## config.mk

```make
export PLATFORM = sky130hd
export DESIGN_NAME = axi_lite_master_read_flat
export DESIGN_NICKNAME = d
export VERILOG_FILES = /design/src/rtl/axi_lite_master_read_if.sv /design/src/rtl/axi_lite_master_read.sv /design/src/flat_wrapper.sv
export SDC_FILE = /design/constraint.sdc
export NUM_CORES = 1
export LEC_CHECK = 0
export BUFFER_PORTS_ARGS = -buffer_cell sky130_fd_sc_hd__clkbuf_2
export CAP_MARGIN = 10
export CORE_MARGIN = 5
export CORE_UTILIZATION = 46
export DETAILED_ROUTE_END_ITERATION = 16
export PLACE_DENSITY = 0.8
export SLEW_MARGIN = 30
export SYNTH_ARGS = -nofsm -noshare
export SYNTH_HDL_FRONTEND = slang
export SYNTH_SLANG_ARGS = --single-unit
export TNS_END_PERCENT = 10
```

## constraint.sdc

```tcl
create_clock -name M_AXIL_ACLK -period 2.5 [get_ports M_AXIL_ACLK]
set_clock_uncertainty 0.2 [all_clocks]
set_input_delay 0.25 -clock M_AXIL_ACLK [delete_from_list [all_inputs] [get_ports M_AXIL_ACLK]]
set_output_delay 0.25 -clock M_AXIL_ACLK [all_outputs]
set_load 0.005 [all_outputs]
```

## src/rtl/axi_lite_master_read_if.sv

```systemverilog
// AXI4-Lite read channels plus the local user request/response port.
// master: the read initiator side; slave: the far end and the user.
interface axi_lite_master_read_if #(
    parameter int ADDR_W = 32,
    parameter int DATA_W = 32
);
    logic              M_AXIL_ARVALID;
    logic              M_AXIL_ARREADY;
    logic [ADDR_W-1:0] M_AXIL_ARADDR;
    logic [2:0]        M_AXIL_ARPROT;
    logic              M_AXIL_RVALID;
    logic              M_AXIL_RREADY;
    logic [DATA_W-1:0] M_AXIL_RDATA;
    logic [1:0]        M_AXIL_RRESP;

    logic              user_port_rd_req;
    logic              user_port_rd_ready;
    logic [ADDR_W-1:0] user_port_rd_addr;
    logic              user_port_rd_valid;
    logic [DATA_W-1:0] user_port_rd_data;
    logic [1:0]        user_port_rd_resp;
    logic              user_port_rd_timeout;

    modport master (
        output M_AXIL_ARVALID,
        input  M_AXIL_ARREADY,
        output M_AXIL_ARADDR,
        output M_AXIL_ARPROT,
        input  M_AXIL_RVALID,
        output M_AXIL_RREADY,
        input  M_AXIL_RDATA,
        input  M_AXIL_RRESP,
        input  user_port_rd_req,
        output user_port_rd_ready,
        input  user_port_rd_addr,
        output user_port_rd_valid,
        output user_port_rd_data,
        output user_port_rd_resp,
        output user_port_rd_timeout
    );

    modport slave (
        input  M_AXIL_ARVALID,
        output M_AXIL_ARREADY,
        input  M_AXIL_ARADDR,
        input  M_AXIL_ARPROT,
        output M_AXIL_RVALID,
        input  M_AXIL_RREADY,
        output M_AXIL_RDATA,
        output M_AXIL_RRESP,
        output user_port_rd_req,
        input  user_port_rd_ready,
        output user_port_rd_addr,
        input  user_port_rd_valid,
        input  user_port_rd_data,
        input  user_port_rd_resp,
        input  user_port_rd_timeout
    );
endinterface

```

## src/rtl/axi_lite_master_read.sv

```systemverilog
// AXI4-Lite single-outstanding read initiator with a local user port.
// Optional hung-slave watchdog enabled by defining AXIL_MRD_TIMEOUT_EN.
module axi_lite_master_read #(
    parameter int         ADDR_W         = 32,
    parameter int         DATA_W         = 32,
    parameter logic [2:0] ARPROT_VAL     = 3'b000,
    parameter int         TIMEOUT_CYCLES = 256
) (
    input  logic                   M_AXIL_ACLK,
    input  logic                   M_AXIL_ARESET,
    axi_lite_master_read_if.master bus
);
    localparam int LSB = $clog2(DATA_W / 8);
    localparam logic [ADDR_W-1:0] ADDR_MASK = {ADDR_W{1'b1}} << LSB;

    if (DATA_W != 32 && DATA_W != 64) begin : g_bad_dw
        $error("axi_lite_master_read: DATA_W must be 32 or 64");
    end
    if (TIMEOUT_CYCLES < 2) begin : g_bad_to
        $error("axi_lite_master_read: TIMEOUT_CYCLES must be >= 2");
    end

    typedef enum logic [1:0] {
        S_IDLE,
        S_ADDR,
        S_DATA,
        S_RESP
    } state_e;

    state_e            state_q, state_d;
    logic              arvalid_q, arvalid_d;
    logic [ADDR_W-1:0] araddr_q, araddr_d;
    logic              rready_q, rready_d;
    logic              rd_ready_q, rd_ready_d;
    logic              rd_valid_q, rd_valid_d;
    logic [DATA_W-1:0] rd_data_q, rd_data_d;
    logic [1:0]        rd_resp_q, rd_resp_d;

    logic ar_hs;
    logic r_hs;
    logic expired;
    logic abort;

    assign ar_hs = arvalid_q && bus.M_AXIL_ARREADY;
    assign r_hs  = rready_q && bus.M_AXIL_RVALID;

`ifdef AXIL_MRD_TIMEOUT_EN
    localparam int TW = $clog2(TIMEOUT_CYCLES + 1);
    localparam logic [TW-1:0] T_LAST = TW'(TIMEOUT_CYCLES - 1);
    localparam logic [TW-1:0] T_SAT  = TW'(TIMEOUT_CYCLES);

    logic [TW-1:0] timer_q, timer_d;
    logic          rd_timeout_q, rd_timeout_d;

    // Timer sits at zero in IDLE so it is clear on entry to ADDR, and
    // saturates so a limit-cycle AR handshake leaves DATA already expired.
    assign expired = (timer_q >= T_LAST);

    always_comb begin
        timer_d      = timer_q;
        rd_timeout_d = abort;
        if (state_q == S_IDLE) begin
            timer_d = '0;
        end else if ((state_q == S_ADDR || state_q == S_DATA)
                     && timer_q != T_SAT) begin
            timer_d = timer_q + 1'b1;
        end
    end

    always_ff @(posedge M_AXIL_ACLK or posedge M_AXIL_ARESET) begin
        if (M_AXIL_ARESET) begin
            timer_q      <= '0;
            rd_timeout_q <= 1'b0;
        end else begin
            timer_q      <= timer_d;
            rd_timeout_q <= rd_timeout_d;
        end
    end

    assign bus.user_port_rd_timeout = rd_timeout_q;
`else
    assign expired = 1'b0;
    assign bus.user_port_rd_timeout = 1'b0;
`endif

    always_comb begin
        state_d    = state_q;
        arvalid_d  = arvalid_q;
        araddr_d   = araddr_q;
        rready_d   = rready_q;
        rd_ready_d = rd_ready_q;
        rd_valid_d = 1'b0;
        rd_data_d  = rd_data_q;
        rd_resp_d  = rd_resp_q;
        abort      = 1'b0;

        unique case (state_q)
            S_IDLE: begin
                if (bus.user_port_rd_req && rd_ready_q) begin
                    araddr_d   = bus.user_port_rd_addr & ADDR_MASK;
                    arvalid_d  = 1'b1;
                    rd_ready_d = 1'b0;
                    state_d    = S_ADDR;
                end
            end
            S_ADDR: begin
                if (ar_hs) begin
                    arvalid_d = 1'b0;
                    rready_d  = 1'b1;
                    state_d   = S_DATA;
                end else if (expired) begin
                    abort = 1'b1;
                end
            end
            S_DATA: begin
                if (r_hs) begin
                    rd_data_d  = bus.M_AXIL_RDATA;
                    rd_resp_d  = bus.M_AXIL_RRESP;
                    rready_d   = 1'b0;
                    rd_valid_d = 1'b1;
                    state_d    = S_RESP;
                end else if (expired) begin
                    abort = 1'b1;
                end
            end
            S_RESP: begin
                rd_ready_d = 1'b1;
                state_d    = S_IDLE;
            end
            default: begin
                arvalid_d  = 1'b0;
                rready_d   = 1'b0;
                rd_ready_d = 1'b1;
                state_d    = S_IDLE;
            end
        endcase

        // Watchdog abort drops ARVALID mid-handshake to recover a hung slave.
        if (abort) begin
            arvalid_d  = 1'b0;
            rready_d   = 1'b0;
            rd_data_d  = '0;
            rd_resp_d  = 2'b10;
            rd_valid_d = 1'b1;
            state_d    = S_RESP;
        end
    end

    always_ff @(posedge M_AXIL_ACLK or posedge M_AXIL_ARESET) begin
        if (M_AXIL_ARESET) begin
            state_q    <= S_IDLE;
            arvalid_q  <= 1'b0;
            araddr_q   <= '0;
            rready_q   <= 1'b0;
            rd_ready_q <= 1'b1;
            rd_valid_q <= 1'b0;
            rd_data_q  <= '0;
            rd_resp_q  <= '0;
        end else begin
            state_q    <= state_d;
            arvalid_q  <= arvalid_d;
            araddr_q   <= araddr_d;
            rready_q   <= rready_d;
            rd_ready_q <= rd_ready_d;
            rd_valid_q <= rd_valid_d;
            rd_data_q  <= rd_data_d;
            rd_resp_q  <= rd_resp_d;
        end
    end

    assign bus.M_AXIL_ARVALID     = arvalid_q;
    assign bus.M_AXIL_ARADDR      = araddr_q;
    assign bus.M_AXIL_ARPROT      = ARPROT_VAL;
    assign bus.M_AXIL_RREADY      = rready_q;
    assign bus.user_port_rd_ready = rd_ready_q;
    assign bus.user_port_rd_valid = rd_valid_q;
    assign bus.user_port_rd_data  = rd_data_q;
    assign bus.user_port_rd_resp  = rd_resp_q;

`ifndef SYNTHESIS
    a_no_rready_with_ar : assert property (
        @(posedge M_AXIL_ACLK) disable iff (M_AXIL_ARESET)
        !(arvalid_q && rready_q));
    a_valid_pulse : assert property (
        @(posedge M_AXIL_ACLK) disable iff (M_AXIL_ARESET)
        rd_valid_q |=> !rd_valid_q);
`endif
endmodule

```

## src/flat_wrapper.sv

```systemverilog
// flat-port wrapper written by rule: the top's interface ports become plain ports
module axi_lite_master_read_flat 
#(
    parameter int         ADDR_W         = 32,
    parameter int         DATA_W         = 32,
    parameter logic [2:0] ARPROT_VAL     = 3'b000,
    parameter int         TIMEOUT_CYCLES = 256
)
  (M_AXIL_ACLK, M_AXIL_ARESET, bus_M_AXIL_ARVALID, bus_M_AXIL_ARREADY, bus_M_AXIL_ARADDR, bus_M_AXIL_ARPROT, bus_M_AXIL_RVALID, bus_M_AXIL_RREADY, bus_M_AXIL_RDATA, bus_M_AXIL_RRESP, bus_user_port_rd_req, bus_user_port_rd_ready, bus_user_port_rd_addr, bus_user_port_rd_valid, bus_user_port_rd_data, bus_user_port_rd_resp, bus_user_port_rd_timeout);
  axi_lite_master_read_if #(.ADDR_W(ADDR_W), .DATA_W(DATA_W)) bus_i ();
  input  logic M_AXIL_ACLK;
  input  logic M_AXIL_ARESET;
  output wire logic [$bits(bus_i.M_AXIL_ARVALID)-1:0] bus_M_AXIL_ARVALID;
  input wire logic [$bits(bus_i.M_AXIL_ARREADY)-1:0] bus_M_AXIL_ARREADY;
  output wire logic [$bits(bus_i.M_AXIL_ARADDR)-1:0] bus_M_AXIL_ARADDR;
  output wire logic [$bits(bus_i.M_AXIL_ARPROT)-1:0] bus_M_AXIL_ARPROT;
  input wire logic [$bits(bus_i.M_AXIL_RVALID)-1:0] bus_M_AXIL_RVALID;
  output wire logic [$bits(bus_i.M_AXIL_RREADY)-1:0] bus_M_AXIL_RREADY;
  input wire logic [$bits(bus_i.M_AXIL_RDATA)-1:0] bus_M_AXIL_RDATA;
  input wire logic [$bits(bus_i.M_AXIL_RRESP)-1:0] bus_M_AXIL_RRESP;
  input wire logic [$bits(bus_i.user_port_rd_req)-1:0] bus_user_port_rd_req;
  output wire logic [$bits(bus_i.user_port_rd_ready)-1:0] bus_user_port_rd_ready;
  input wire logic [$bits(bus_i.user_port_rd_addr)-1:0] bus_user_port_rd_addr;
  output wire logic [$bits(bus_i.user_port_rd_valid)-1:0] bus_user_port_rd_valid;
  output wire logic [$bits(bus_i.user_port_rd_data)-1:0] bus_user_port_rd_data;
  output wire logic [$bits(bus_i.user_port_rd_resp)-1:0] bus_user_port_rd_resp;
  output wire logic [$bits(bus_i.user_port_rd_timeout)-1:0] bus_user_port_rd_timeout;
  assign bus_M_AXIL_ARVALID = bus_i.M_AXIL_ARVALID;
  assign bus_i.M_AXIL_ARREADY = bus_M_AXIL_ARREADY;
  assign bus_M_AXIL_ARADDR = bus_i.M_AXIL_ARADDR;
  assign bus_M_AXIL_ARPROT = bus_i.M_AXIL_ARPROT;
  assign bus_i.M_AXIL_RVALID = bus_M_AXIL_RVALID;
  assign bus_M_AXIL_RREADY = bus_i.M_AXIL_RREADY;
  assign bus_i.M_AXIL_RDATA = bus_M_AXIL_RDATA;
  assign bus_i.M_AXIL_RRESP = bus_M_AXIL_RRESP;
  assign bus_i.user_port_rd_req = bus_user_port_rd_req;
  assign bus_user_port_rd_ready = bus_i.user_port_rd_ready;
  assign bus_i.user_port_rd_addr = bus_user_port_rd_addr;
  assign bus_user_port_rd_valid = bus_i.user_port_rd_valid;
  assign bus_user_port_rd_data = bus_i.user_port_rd_data;
  assign bus_user_port_rd_resp = bus_i.user_port_rd_resp;
  assign bus_user_port_rd_timeout = bus_i.user_port_rd_timeout;
  axi_lite_master_read #(.ADDR_W(ADDR_W), .DATA_W(DATA_W), .ARPROT_VAL(ARPROT_VAL), .TIMEOUT_CYCLES(TIMEOUT_CYCLES)) u_core (.M_AXIL_ACLK(M_AXIL_ACLK), .M_AXIL_ARESET(M_AXIL_ARESET), .bus(bus_i));
endmodule
```

==> impl_table.tex, run 1 <==
\begin{tabular}{lr}
\hline
Metric & Value \\
\hline
\multicolumn{2}{l}{\textbf{Pwr}} \\
\quad Leak Pwr & 2.353 nW \\
\quad Power density over the cells & 1112 mW/mm2 \\
\quad VDD IR max & 697.9 uV \\
\multicolumn{2}{l}{\textbf{Global route}} \\
\quad Remaining Overflow, GRT & 0 \\
\quad GRT Resource Usage Total & 18.06\% \\
\quad Initial antenna violation count & 0 \\
\quad Pin count of the biggest net entering global routing & 36 \\
\quad Vias in the first global route & 2334 \\
\quad First-pass GRT wire length & 10.92 mm \\
\multicolumn{2}{l}{\textbf{Flow run}} \\
\quad Max-cap viol count & 0 \\
\multicolumn{2}{l}{\textbf{Yosys}} \\
\quad Unique masters post-synth & 23 \\
\quad Average cell area after synthesis & 16.60 um2 \\
\quad Share of the yosys chip area belonging to registers & 60.00\% \\
\quad Number of synthesis warnings & 0 \\
\quad Cell count after synthesis & 176 \\
\quad Flops \& latches, synth & 70 \\
\quad Synth Cell Area & 0.002922 mm2 \\
\multicolumn{2}{l}{\textbf{Clock tree}} \\
\quad Max clock buf depth & 2 \\
\quad CTS HTree Levels & 3 \\
\quad CTS Sinks & 70 \\
\quad Post CTS Setup Buffer Count & 0 \\
\quad CTS tree & yes \\
\quad Worst-Skew Late Latency & 0.33 ns \\
\quad Clock root buffer & sky130\_fd\_sc\_hd\_\_clkbuf\_8 \\
\quad TritonCTS buffer count & 9 \\
\quad Clock slew seen by the registers of the worst setup and hold paths & 0.07 ns \\
\quad Post-cts sizing count & 0 \\
\multicolumn{2}{l}{\textbf{Floorplanning}} \\
\quad Floorplan Core Area & 0.006277 mm2 \\
\quad Die footprint & 0.008045 mm2 \\
\quad Initial Utilization & 46.54\% \\
\quad Placement Rows & 29 \\
\quad Die Span X & 89.70 um \\
\quad I/O Pins & 145 \\
\quad Chip height & 89.70 um \\
\multicolumn{2}{l}{\textbf{Finish}} \\
\quad \# nets final & 460 \\
\quad Most common cell after layout, fill and taps aside & sky130\_fd\_sc\_hd\_\_clkbuf\_2 \\
\quad Commonest cells after routing, fill and taps aside & sky130\_fd\_sc\_hd\_\_clkbuf\_2 (136), sky130\_fd\_sc\_hd\_\_dfrtp\_1 (69), sky130\_fd\_sc\_hd\_\_dlygate4sd3\_1 (66), sky130\_fd\_sc\_hd\_\_mux2\_2 (34), sky130\_fd\_sc\_hd\_\_mux2\_4 (29) \\
\quad Layout cells sized above 1 & 56.81\% \\
\quad Diode count & 0 \\
\quad Final core utilization & 71.62\% \\
\quad Synthesis-to-finish area growth & 53.88\% \\
\quad Fill count & 435 \\
\quad Finished Cell Area & 0.004496 mm2 \\
\multicolumn{2}{l}{\textbf{Drt}} \\
\quad DRT iter0 DRCs & 25 \\
\quad Routed vias/inst & 4.506 \\
\quad Drt first pass iters & 4 \\
\quad Number of vias in the routed layout & 2100 \\
\quad Total Wirelength & 6.981 mm \\
\quad Count of antenna-violating nets left after detailed routing & 0 \\
\quad Drt drc & 0 \\
\quad WL/cell & 14.98 um \\
\multicolumn{2}{l}{\textbf{Critical path}} \\
\quad Worst reg-to-reg setup slack & 0.28 ns \\
\quad Largest incremental delay on the critical path & 0.58 ns \\
\quad Slowest cell on the critical path & sky130\_fd\_sc\_hd\_\_nand3\_2 \\
\quad Endpoint required time on the critical path & 2.51 ns \\
\quad Critical Path Source Type & register \\
\quad Critical Path End Type & register \\
\quad Largest driver fanout on the critical path & 30 \\
\quad Worst EP arrival & 2.23 ns \\
\quad Critical path class & reg2reg \\
\quad Critical-path cell list & inv\_1 -> ha\_1 -> nand3\_2 -> mux2\_1 \\
\multicolumn{2}{l}{\textbf{STA}} \\
\quad Total negative setup slack & 0 ns \\
\quad Final-report max-slew violation count & 0 \\
\quad Setup violations, final & 0 \\
\quad Tmin final & 2.220 ns \\
\quad Actual slew at the worst max-slew pin & 0.7091 ns \\
\quad Max Clk Rate & 450.4 MHz \\
\quad Relative slew margins & 52.67\% \\
\quad Crit share post-route & 88.81\% \\
\quad Least setup slack across all paths after layout & 0.2798 ns \\
\quad Number of hold-slack violations in the final timing report & 0 \\
\quad RSZ-0062 raised after global routing & false \\
\multicolumn{2}{l}{\textbf{Worst hold path}} \\
\quad Hold crit path type & in2reg \\
\multicolumn{2}{l}{\textbf{Placed design}} \\
\quad RD Place Congestion & 0.7017 \\
\quad \# port buffers & 136 \\
\quad Instance area after placement & 0.003620 mm2 \\
\quad Pre-CTS setup slack & 0.2468 ns \\
\quad Total half-perimeter wirelength after legalization and detailed placement & 4.476 mm \\
\multicolumn{2}{l}{\textbf{Run status}} \\
\quad Result of the run & finished clean \\
\hline
\end{tabular}
## per-stage QoR
step	total power, mW	cells	hold WS, ns
after detailed placement	3.969	384	-0.1071
after CTS	5.054	466	0.01797
after global placement	3.875	384	-0.1098
after floorplan	3.184	181	0.1129
after global routing	5.363	466	0.04126
final	4.998	466	0.03900
## state kept, by name, indices dropped and copies added (netlist names)
| register | flops |
|---|---|
| u_core.bus.user_port_rd_ready | 1 |
| u_core.bus.M_AXIL_ARADDR | 30 |
| u_core.bus.user_port_rd_valid | 1 |
| u_core.bus.user_port_rd_resp | 2 |
| u_core.bus.M_AXIL_RREADY | 1 |
| u_core.bus.user_port_rd_data | 32 |
| u_core.bus.M_AXIL_ARVALID | 1 |
| u_core.state_q | 2 |
## path summary, 6_finish.rpt
kind | startpoint | to | cells after the start
setup reg to reg | u_core.state_q[0]$_DFFE_PP0P_ | u_core.bus.M_AXIL_ARADDR[7]$_DFFE_PP0P_ | 4
hold reg to reg | u_core.bus.M_AXIL_ARADDR[2]$_DFFE_PP0P_ | u_core.bus.M_AXIL_ARADDR[2]$_DFFE_PP0P_ | 1
min in group asynchronous | M_AXIL_ARESET | u_core.bus.user_port_rd_data[18]$_DFFE_PP0P_ | 3
setup / recovery | u_core.state_q[0]$_DFFE_PP0P_ | u_core.bus.M_AXIL_ARADDR[7]$_DFFE_PP0P_ | 4
max in group asynchronous | M_AXIL_ARESET | u_core.bus.user_port_rd_ready$_DFFE_PP1P_ | 4
hold / removal | bus_M_AXIL_ARREADY | u_core.bus.M_AXIL_ARVALID$_DFFE_PP0P_ | 4
## power by group
group          switching, mW  internal [mW]
combinational          0.732           1.24
clock                  0.383          0.587
sequential             0.340           1.72
## repair_timing
| action | in CTS | in global routing |
|---|---|---|
| hold endpoints to repair | 134 | 0 |
| setup endpoints to repair | 0 | 0 |
| hold buffers | 66 | 0 |
## synth_stat cells, drive strengths merged
master   number  area [um2]
a211oi        1       12.51
dfrtp        69        1727
a2bb2oi       1       8.760
a22o          1       8.760
dfstp         1       26.28
inv           7       26.28
a31oi         2       12.51
nor2          2       7.510
a21boi        2       18.77
nand3         2       27.53
buf          12       112.6
o21ai         2       10.01
nand3b        1       7.510
a21oi         1       5.000
conb          1       3.750
nand2         1       3.750
ha            5       62.56
mux2         65       840.8
## per-layer routing
layer | routed length (um) | part of all wire, % | track usage (%) | vias up
met1 | 2633 | 38 | 20.65 | 979
met2 | 3534 | 51 | 31.45 | 92
met3 | 662 | 9.5 | 5.018 | 16
li1 | - | - | - | 1013
met5 | 0 | 0 | 0 | -
met4 | 150 | 2.1 | 7.984 | 0
## cell families after synthesis
kind of cell,Yosys count,synth area share [%]
compound gates,10,2.612
fa+ha+maj,5,2.141
buf+inv,19,4.754
flops,70,60.00
mux,65,28.78
other cells,1,0.1284
simple gates,6,1.585
## final cells by class
class	count	area, um2	area share, %
Clock buffer	12	145.1	3.228
Clock inverter	4	70.07	1.559
Timing Repair Buffer	204	1356	30.17
Sequential cell	70	1753	38.99
Inverter	7	26.28	0.5845
Tap cell	77	96.34	2.143
Multi-Input combinational cell	92	1049	23.32
## critical path, delay by kind of cell, from the launching register on
family | cells | cell delay, ns
multiplexers | 1 | 0.54
adder cells (fa/ha/maj) | 1 | 0.25
flip-flops | 1 | 0.41
buffers and inverters | 1 | 0.12
AND/OR/NAND/NOR | 1 | 0.58
No activity file was read; power rests on OpenSTA's default activity.
==> run 2: changes to the inputs <==
--- a/config.mk
+++ b/config.mk
@@ -5,12 +5,14 @@
 export SDC_FILE = /design/constraint.sdc
 export NUM_CORES = 1
 export LEC_CHECK = 0
+export ABC_AREA = 1
 export BUFFER_PORTS_ARGS = -buffer_cell sky130_fd_sc_hd__clkbuf_2
 export CAP_MARGIN = 10
 export CORE_MARGIN = 5
-export CORE_UTILIZATION = 46
+export CORE_UTILIZATION = 45
+export CTS_CLUSTER_SIZE = 14
 export DETAILED_ROUTE_END_ITERATION = 16
-export PLACE_DENSITY = 0.8
+export PLACE_DENSITY = 0.79
 export SLEW_MARGIN = 30
 export SYNTH_ARGS = -nofsm -noshare
 export SYNTH_HDL_FRONTEND = slang
==> impl_table.tex, run 2 <==
\begin{tabular}{lr}
\hline
Metric & Value \\
\hline
\multicolumn{2}{l}{\textbf{Critical path}} \\
\quad Worst reg-to-reg setup slack & 0.77 ns (was 0.28 ns) \\
\quad Endpoint required time on the critical path & 2.55 ns (was 2.51 ns) \\
\quad Worst EP arrival & 1.78 ns (was 2.23 ns) \\
\quad Critical Path Source Type & register (unchanged) \\
\quad Critical Path End Type & register (unchanged) \\
\quad Largest driver fanout on the critical path & 35 (was 30) \\
\quad Terminus of the critical flop-to-flop path & u\_core.bus.user\_port\_rd\_data[29]\$\_DFFE\_PP0P\_ (was u\_core.bus.M\_AXIL\_ARADDR[7]\$\_DFFE\_PP0P\_) \\
\quad Critical register-to-register path startpoint & u\_core.state\_q[0]\$\_DFFE\_PP0P\_ (unchanged) \\
\quad Critical path class & reg2reg (unchanged) \\
\quad Number of cells on the worst reg-to-reg path & 6 (was 4) \\
\multicolumn{2}{l}{\textbf{Finish}} \\
\quad Layout cells sized above 1 & 31.88\% (was 56.81\%) \\
\quad Synthesis-to-finish area growth & 53.71\% (was 53.88\%) \\
\quad Finished Cell Area & 0.004400 mm2 (was 0.004496 mm2) \\
\quad Most common cell after layout, fill and taps aside & sky130\_fd\_sc\_hd\_\_nand2\_1 (was sky130\_fd\_sc\_hd\_\_clkbuf\_2) \\
\quad Commonest cells after routing, fill and taps aside & sky130\_fd\_sc\_hd\_\_nand2\_1 (200), sky130\_fd\_sc\_hd\_\_clkbuf\_2 (136), sky130\_fd\_sc\_hd\_\_dfrtp\_1 (69), sky130\_fd\_sc\_hd\_\_dlygate4sd3\_1 (65), sky130\_fd\_sc\_hd\_\_clkbuf\_8 (12) (was sky130\_fd\_sc\_hd\_\_clkbuf\_2 (136), sky130\_fd\_sc\_hd\_\_dfrtp\_1 (69), sky130\_fd\_sc\_hd\_\_dlygate4sd3\_1 (66), sky130\_fd\_sc\_hd\_\_mux2\_2 (34), sky130\_fd\_sc\_hd\_\_mux2\_4 (29)) \\
\quad Fill count & 464 (was 435) \\
\quad Final core utilization & 70.10\% (was 71.62\%) \\
\quad Diode count & 0 (unchanged) \\
\quad Largest register FFs & 32 (unchanged) \\
\quad \# nets final & 600 (was 460) \\
\multicolumn{2}{l}{\textbf{STA}} \\
\quad Final-report max-slew violation count & 0 (unchanged) \\
\quad Setup violations, final & 0 (unchanged) \\
\quad Tmin final & 1.728 ns (was 2.220 ns) \\
\quad Relative slew margins & 63.12\% (was 52.67\%) \\
\quad Crit share post-route & 69.10\% (was 88.81\%) \\
\quad Least setup slack across all paths after layout & 0.7724 ns (was 0.2798 ns) \\
\quad RSZ-0062 raised after global routing & false (unchanged) \\
\quad Number of hold-slack violations in the final timing report & 0 (unchanged) \\
\quad Max Clk Rate & 578.8 MHz (was 450.4 MHz) \\
\quad Actual slew at the worst max-slew pin & 0.5524 ns (was 0.7091 ns) \\
\quad Total negative setup slack & 0 ns (unchanged) \\
\multicolumn{2}{l}{\textbf{Floorplanning}} \\
\quad Chip height & 89.76 um (was 89.70 um) \\
\quad Die Span X & 89.76 um (was 89.70 um) \\
\quad Placement Rows & 29 (unchanged) \\
\quad Initial Utilization & 45.60\% (was 46.54\%) \\
\quad Die footprint & 0.008057 mm2 (was 0.008045 mm2) \\
\quad I/O Pins & 145 (unchanged) \\
\quad Floorplan Core Area & 0.006277 mm2 (unchanged) \\
\multicolumn{2}{l}{\textbf{Global route}} \\
\quad GRT Resource Usage Total & 20.09\% (was 18.06\%) \\
\quad Remaining Overflow, GRT & 0 (unchanged) \\
\quad Vias in the first global route & 2785 (was 2334) \\
\quad Pin count of the biggest net entering global routing & 36 (unchanged) \\
\quad Initial antenna violation count & 0 (unchanged) \\
\quad First-pass GRT wire length & 13.32 mm (was 10.92 mm) \\
\multicolumn{2}{l}{\textbf{Clock tree}} \\
\quad CTS tree & yes (unchanged) \\
\quad TritonCTS buffer count & 9 (unchanged) \\
\quad CTS Sinks & 70 (unchanged) \\
\quad Cts-stage hold buffer count & 65 (was 66) \\
\quad CTS HTree Levels & 3 (unchanged) \\
\quad Post-cts sizing count & 0 (unchanged) \\
\quad Max clock buf depth & 2 (unchanged) \\
\quad Clock root buffer & sky130\_fd\_sc\_hd\_\_clkbuf\_8 (unchanged) \\
\quad Post CTS Setup Buffer Count & 0 (unchanged) \\
\quad Clock slew seen by the registers of the worst setup and hold paths & 0.07 ns (about the same) \\
\quad Worst-Skew Late Latency & 0.32 ns (was 0.33 ns) \\
\multicolumn{2}{l}{\textbf{Drt}} \\
\quad DRT iter0 DRCs & 71 (was 25) \\
\quad Drt first pass iters & 4 (unchanged) \\
\quad Routed vias/inst & 4.455 (was 4.506) \\
\quad Number of vias in the routed layout & 2691 (was 2100) \\
\quad Drt drc & 0 (unchanged) \\
\quad WL/cell & 13.25 um (was 14.98 um) \\
\quad Count of antenna-violating nets left after detailed routing & 0 (unchanged) \\
\quad Total Wirelength & 8.006 mm (was 6.981 mm) \\
\multicolumn{2}{l}{\textbf{Yosys}} \\
\quad Post-synth EDFFs & 0 (unchanged) \\
\quad Number of synthesis warnings & 0 (unchanged) \\
\quad Most instantiated library cell after synthesis & sky130\_fd\_sc\_hd\_\_nand2\_1 (was sky130\_fd\_sc\_hd\_\_dfrtp\_1) \\
\quad Unique masters post-synth & 19 (was 23) \\
\quad Average cell area after synthesis & 8.946 um2 (was 16.60 um2) \\
\quad Synth async-reset ratio & 100.0\% (unchanged) \\
\quad Primary FF master, synth & sky130\_fd\_sc\_hd\_\_dfrtp\_1 (unchanged) \\
\quad Post-synth top area share & 60.31\% (was 59.10\%) \\
\quad Cell accounting for the most synthesized area & sky130\_fd\_sc\_hd\_\_dfrtp\_1 (unchanged) \\
\quad Cell count after synthesis & 320 (was 176) \\
\quad Share of the yosys chip area belonging to registers & 61.23\% (was 60.00\%) \\
\quad Top cells by area in the synthesized netlist & sky130\_fd\_sc\_hd\_\_dfrtp\_1 (60\%), sky130\_fd\_sc\_hd\_\_nand2\_1 (26\%), sky130\_fd\_sc\_hd\_\_ha\_1 (2.2\%) (was sky130\_fd\_sc\_hd\_\_dfrtp\_1 (59\%), sky130\_fd\_sc\_hd\_\_mux2\_4 (15\%), sky130\_fd\_sc\_hd\_\_mux2\_2 (13\%)) \\
\quad List of most frequent post-synthesis cells & sky130\_fd\_sc\_hd\_\_nand2\_1 (200), sky130\_fd\_sc\_hd\_\_dfrtp\_1 (69), sky130\_fd\_sc\_hd\_\_nand2\_2 (9) (was sky130\_fd\_sc\_hd\_\_dfrtp\_1 (69), sky130\_fd\_sc\_hd\_\_mux2\_2 (34), sky130\_fd\_sc\_hd\_\_mux2\_4 (29)) \\
\quad Synth Cell Area & 0.002863 mm2 (was 0.002922 mm2) \\
\quad Flops \& latches, synth & 70 (unchanged) \\
\multicolumn{2}{l}{\textbf{Placed design}} \\
\quad RD Place Congestion & 0.8414 (was 0.7017) \\
\quad Instance area after placement & 0.003576 mm2 (was 0.003620 mm2) \\
\quad Total half-perimeter wirelength after legalization and detailed placement & 4.877 mm (was 4.476 mm) \\
\quad \# port buffers & 136 (unchanged) \\
\quad Pre-CTS setup slack & 0.8346 ns (was 0.2468 ns) \\
\multicolumn{2}{l}{\textbf{Flow run}} \\
\quad Max-cap viol count & 0 (unchanged) \\
\multicolumn{2}{l}{\textbf{Pwr}} \\
\quad VDD IR max & 284.3 uV (was 697.9 uV) \\
\quad Leak Pwr & 2.650 nW (was 2.353 nW) \\
\quad Power density over the cells & 475.8 mW/mm2 (was 1112 mW/mm2) \\
\multicolumn{2}{l}{\textbf{Worst hold path}} \\
\quad Hold crit path type & in2reg (unchanged) \\
\quad Worst Hold Path EP & u\_core.bus.M\_AXIL\_ARVALID\$\_DFFE\_PP0P\_ (unchanged) \\
\quad Origin of the worst min-delay path & bus\_M\_AXIL\_ARREADY (unchanged) \\
\quad Cell count of the worst hold path & 5 (was 4) \\
\multicolumn{2}{l}{\textbf{Run status}} \\
\quad Result of the run & finished clean (unchanged) \\
\hline
\end{tabular}
## run 2: metrics by stage
stage	std cells	hold slack [ns]	total power, mW
after floorplan	325	0.1539	1.179
after global placement	525	0.1172	1.233
after detailed placement	525	0.1209	1.234
after CTS	604	0.07047	2.126
after global routing	604	0.1197	2.193
final	604	0.09118	2.094
## run 2: metal layers
metal  global-route usage, %  up-vias  wire [um]
met5                       0        -          0
met4                   8.060        0         92
met3                   5.593        9        611
met2                   34.45      114       4168
met1                   23.67     1212       3133
li1                        -     1356          -
## run 2: layout make-up
cell class / instances / area (um2) / area share (%)
Sequential cell: 70 / 1753 / 39.84
Timing Repair Buffer: 206 / 1381 / 31.39
Multi-Input combinational cell: 229 / 963.4 / 21.89
Clock buffer: 13 / 168.9 / 3.838
Tap cell: 77 / 96.34 / 2.189
Inverter: 8 / 32.53 / 0.7393
Clock inverter: 1 / 5.005 / 0.1137
## run 2: logic make-up after synthesis
group	synth area share (%)
and+or+nand+nor	30.42
DFF	61.23
buffers and inverters	5.770
adders and majority gates	2.185
AOI/OAI and AO/OA	0.2623
other	0.1310
## run 2: how the worst max path moves through the flow
stage | depth (start not counted) | slack (ns) | to | start
2_1_floorplan | 1 | 0.28 | u_core.bus.M_AXIL_ARADDR[10]$_DFFE_PP0P_ | M_AXIL_ARESET
3_3_place_gp | 7 | 0.88 | u_core.bus.M_AXIL_ARADDR[8]$_DFFE_PP0P_ | u_core.state_q[0]$_DFFE_PP0P_
3_5_place_dp | 7 | 0.83 | u_core.bus.M_AXIL_ARADDR[12]$_DFFE_PP0P_ | u_core.state_q[1]$_DFFE_PP0P_
4_1_cts | 7 | 0.81 | u_core.bus.M_AXIL_ARADDR[12]$_DFFE_PP0P_ | u_core.state_q[1]$_DFFE_PP0P_
5_1_grt | 6 | 0.66 | u_core.bus.user_port_rd_data[29]$_DFFE_PP0P_ | u_core.state_q[0]$_DFFE_PP0P_
6_report | 6 | 0.77 | u_core.bus.user_port_rd_data[29]$_DFFE_PP0P_ | u_core.state_q[0]$_DFFE_PP0P_
## run 2: critical path, cell delays in order (launching register included)
cell                      delay, ns
sky130_fd_sc_hd__dfrtp_1       0.41
sky130_fd_sc_hd__inv_1         0.12
sky130_fd_sc_hd__ha_1          0.26
sky130_fd_sc_hd__nand3_4       0.11
sky130_fd_sc_hd__inv_4         0.32
sky130_fd_sc_hd__nand2_1       0.13
sky130_fd_sc_hd__nand2_1       0.09
## run 2: report_power, final
part	internal, mW	switching [mW]
Combinational	0.105	0.0585
Sequential	1.13	0
Clock	0.430	0.368
==> run 3: changes to the inputs <==
--- a/config.mk
+++ b/config.mk
@@ -9,10 +9,10 @@
 export BUFFER_PORTS_ARGS = -buffer_cell sky130_fd_sc_hd__clkbuf_2
 export CAP_MARGIN = 10
 export CORE_MARGIN = 5
-export CORE_UTILIZATION = 45
+export CORE_UTILIZATION = 41
 export CTS_CLUSTER_SIZE = 14
 export DETAILED_ROUTE_END_ITERATION = 16
-export PLACE_DENSITY = 0.79
+export PLACE_DENSITY = 0.76
 export SLEW_MARGIN = 30
 export SYNTH_ARGS = -nofsm -noshare
 export SYNTH_HDL_FRONTEND = slang
==> constraint.sdc (replaced) <==
create_clock -name M_AXIL_ACLK -period 1.5 [get_ports M_AXIL_ACLK]
set_clock_uncertainty 0.2 [all_clocks]
set_input_delay 0.15 -clock M_AXIL_ACLK [delete_from_list [all_inputs] [get_ports M_AXIL_ACLK]]
set_output_delay 0.15 -clock M_AXIL_ACLK [all_outputs]
set_load 0.005 [all_outputs]
==> impl_table.tex, run 3 (same netlist as run 2, synthesis figures left out) <==
\begin{tabular}{lr}
\hline
Metric & Value \\
\hline
\multicolumn{2}{l}{\textbf{Run status}} \\
\quad Result of the run & finished clean (unchanged) \\
\multicolumn{2}{l}{\textbf{Drt}} \\
\quad Count of antenna-violating nets left after detailed routing & 0 (unchanged) \\
\quad Drt drc & 0 (unchanged) \\
\quad Number of vias in the routed layout & 2823 (was 2691) \\
\quad Routed vias/inst & 4.460 (was 4.455) \\
\quad Total Wirelength & 8.566 mm (was 8.006 mm) \\
\quad WL/cell & 13.53 um (was 13.25 um) \\
\quad Drt first pass iters & 4 (unchanged) \\
\quad DRT iter0 DRCs & 102 (was 71) \\
\multicolumn{2}{l}{\textbf{Clock tree}} \\
\quad CTS tree & yes (unchanged) \\
\quad TritonCTS buffer count & 9 (unchanged) \\
\quad Clock root buffer & sky130\_fd\_sc\_hd\_\_clkbuf\_8 (unchanged) \\
\quad CTS Sinks & 70 (unchanged) \\
\quad Worst-Skew Late Latency & 0.33 ns (was 0.32 ns) \\
\quad Max clock buf depth & 2 (unchanged) \\
\quad Clock slew seen by the registers of the worst setup and hold paths & 0.08 ns (was 0.07 ns) \\
\quad CTS HTree Levels & 3 (unchanged) \\
\multicolumn{2}{l}{\textbf{Pwr}} \\
\quad Leak Pwr & 2.743 nW (was 2.650 nW) \\
\quad Power density over the cells & 887.5 mW/mm2 (was 475.8 mW/mm2) \\
\quad Overall power after layout & 4.166 mW (was 2.094 mW) \\
\quad VDD IR max & 496.1 uV (was 284.3 uV) \\
\multicolumn{2}{l}{\textbf{Finish}} \\
\quad Diode count & 0 (unchanged) \\
\quad Largest register FFs & 32 (unchanged) \\
\quad Commonest cells after routing, fill and taps aside & sky130\_fd\_sc\_hd\_\_nand2\_1 (198), sky130\_fd\_sc\_hd\_\_clkbuf\_2 (136), sky130\_fd\_sc\_hd\_\_dfrtp\_1 (68), sky130\_fd\_sc\_hd\_\_dlygate4sd3\_1 (66), sky130\_fd\_sc\_hd\_\_nand2\_2 (11) (was sky130\_fd\_sc\_hd\_\_nand2\_1 (200), sky130\_fd\_sc\_hd\_\_clkbuf\_2 (136), sky130\_fd\_sc\_hd\_\_dfrtp\_1 (69), sky130\_fd\_sc\_hd\_\_dlygate4sd3\_1 (65), sky130\_fd\_sc\_hd\_\_clkbuf\_8 (12)) \\
\quad Fill count & 508 (was 464) \\
\quad Final core utilization & 69.10\% (was 70.10\%) \\
\quad Most common cell after layout, fill and taps aside & sky130\_fd\_sc\_hd\_\_nand2\_1 (unchanged) \\
\quad Synthesis-to-finish area growth & 63.99\% (was 53.71\%) \\
\quad Layout cells sized above 1 & 34.82\% (was 31.88\%) \\
\quad \# nets final & 608 (was 600) \\
\multicolumn{2}{l}{\textbf{STA}} \\
\quad Hold Slack & 0.04268 ns (was 0.09118 ns) \\
\quad Total negative setup slack & 0 ns (unchanged) \\
\quad Least setup slack across all paths after layout & 0.04501 ns (was 0.7724 ns) \\
\quad Crit share post-route & 97.00\% (was 69.10\%) \\
\quad RSZ-0062 raised after global routing & true (was false) \\
\quad Number of hold-slack violations in the final timing report & 0 (unchanged) \\
\quad Max Clk Rate & 687.3 MHz (was 578.8 MHz) \\
\quad Tmin final & 1.455 ns (was 1.728 ns) \\
\quad Setup violations, final & 0 (unchanged) \\
\quad Final-report max-slew violation count & 0 (unchanged) \\
\multicolumn{2}{l}{\textbf{Critical path}} \\
\quad Critical Path Source Type & register (unchanged) \\
\quad Slowest cell on the critical path & sky130\_fd\_sc\_hd\_\_dfrtp\_2 (was sky130\_fd\_sc\_hd\_\_dfrtp\_1) \\
\quad Worst Path Buf+Inv & 3 (was 2) \\
\quad Worst EP arrival & 1.52 ns (was 1.78 ns) \\
\quad Largest incremental delay on the critical path & 0.45 ns (was 0.41 ns) \\
\quad Endpoint required time on the critical path & 1.56 ns (was 2.55 ns) \\
\quad Critical path class & reg2reg (unchanged) \\
\quad Largest driver fanout on the critical path & 15 (was 35) \\
\quad Most prevalent standard cell on the critical path & sky130\_fd\_sc\_hd\_\_nand2\_1 (unchanged) \\
\quad Critical Path End Type & register (unchanged) \\
\quad Largest delay contributor family on the critical path & flip-flops (was buffers and inverters) \\
\quad Critical-path cell list & inv\_2 -> ha\_4 -> nand3\_4 -> inv\_4 -> clkbuf\_16 -> nand2\_1 -> nand2\_1 (was inv\_1 -> ha\_1 -> nand3\_4 -> inv\_4 -> nand2\_1 -> nand2\_1) \\
\multicolumn{2}{l}{\textbf{Placed design}} \\
\quad Total half-perimeter wirelength after legalization and detailed placement & 4.929 mm (was 4.877 mm) \\
\quad Pre-CTS setup slack & -0.03962 ns (was 0.8346 ns) \\
\quad \# port buffers & 136 (unchanged) \\
\quad RD Place Congestion & 0.7437 (was 0.8414) \\
\multicolumn{2}{l}{\textbf{Floorplanning}} \\
\quad Floorplan Core Area & 0.006794 mm2 (was 0.006277 mm2) \\
\quad Chip height & 93.56 um (was 89.76 um) \\
\quad Die footprint & 0.008753 mm2 (was 0.008057 mm2) \\
\quad I/O Pins & 145 (unchanged) \\
\quad Die Span X & 93.56 um (was 89.76 um) \\
\quad Initial Utilization & 42.14\% (was 45.60\%) \\
\quad Placement Rows & 30 (was 29) \\
\multicolumn{2}{l}{\textbf{Global route}} \\
\quad Vias in the first global route & 2928 (was 2785) \\
\quad Initial antenna violation count & 0 (unchanged) \\
\quad Pin count of the biggest net entering global routing & 71 (was 36) \\
\quad GRT Resource Usage Total & 19.65\% (was 20.09\%) \\
\quad Remaining Overflow, GRT & 0 (unchanged) \\
\quad First-pass GRT wire length & 13.56 mm (was 13.32 mm) \\
\multicolumn{2}{l}{\textbf{Flow run}} \\
\quad Max-cap viol count & 0 (unchanged) \\
\multicolumn{2}{l}{\textbf{Worst hold path}} \\
\quad Hold crit path type & in2reg (unchanged) \\
\hline
\end{tabular}
-- run 3: changes by cell type in the layout (fill, tap and decap cells not counted), moves of 3 or more --
cell and change:
sky130_fd_sc_hd__buf_12 +3, sky130_fd_sc_hd__bufinv_16 +4, sky130_fd_sc_hd__inv_1 -3, sky130_fd_sc_hd__ha_1 -3, sky130_fd_sc_hd__buf_6 +3
-- run 3: tightest hold or removal path, cell delays in order --
cell,delay [ns]
sky130_fd_sc_hd__clkbuf_2,0.11
sky130_fd_sc_hd__nand2_1,0.07
sky130_fd_sc_hd__nand2_1,0.11
sky130_fd_sc_hd__nand2_1,0.09
sky130_fd_sc_hd__nand2_1,0.05
-- run 3: worst paths after layout --
check,startpoint,end,slack (ns),cells after the start
max in group asynchronous,M_AXIL_ARESET,u_core.bus.user_port_rd_ready$_DFFE_PP1P_,0.51,4
min in group asynchronous,M_AXIL_ARESET,u_core.bus.user_port_rd_valid$_DFF_PP0_,0.24,4
hold / removal,bus_user_port_rd_req,u_core.bus.user_port_rd_ready$_DFFE_PP1P_,0.04,5
hold reg to reg,u_core.bus.M_AXIL_ARADDR[4]$_DFFE_PP0P_,u_core.bus.M_AXIL_ARADDR[4]$_DFFE_PP0P_,0.28,2
setup / recovery,u_core.state_q[1]$_DFFE_PP0P_,u_core.bus.M_AXIL_ARADDR[12]$_DFFE_PP0P_,0.05,7
setup reg to reg,u_core.state_q[1]$_DFFE_PP0P_,u_core.bus.M_AXIL_ARADDR[12]$_DFFE_PP0P_,0.05,7
-- run 3: what timing repair did --
action / 4_1_cts / 5_1_grt
setup buffers: 0 / 1
endpoints found under the setup margin: 49 / 67
gates resized for setup: 4 / 12
endpoints found under the hold margin: 135 / 0
hold buffers: 66 / 0
pin swaps: 0 / 3
gates cloned: 0 / 2
-- run 3: layout make-up --
cell class | count | area, um2 | share of cell area, %
multi-input cells | 229 | 1003 | 21.38
well taps | 96 | 120.1 | 2.559
clock buffers | 10 | 137.6 | 2.932
clock inverters | 6 | 132.6 | 2.825
flip-flops and latches | 70 | 1754 | 37.37
repair buffers | 214 | 1508 | 32.12
inverters | 8 | 38.79 | 0.8262
-- run 3: layer usage --
layer,up-vias,track usage (%),wire [um],share of wire [%]
li1,1381,-,-,-
met5,-,0,0,0
met4,0,8.303,187,2.2
met2,99,35.68,4583,54
met3,19,4.747,548,6.4
met1,1324,21.78,3246,38
-- run 3: where the power goes --
group	internal [mW]	switching, mW
clock	1.32	0.685
sequential	1.89	0
combinational	0.179	0.0999
total	3.38	0.785
-- run 3: metrics by stage --
| step | cells | instance area [um2] |
|---|---|---|
| 6_report | 633 | 4695 |
| 5_1_grt | 633 | 4695 |
| 4_1_cts | 630 | 4608 |
| 3_5_place_dp | 548 | 3671 |
| 3_3_place_gp | 548 | 3671 |
| 2_1_floorplan | 325 | 2885 |
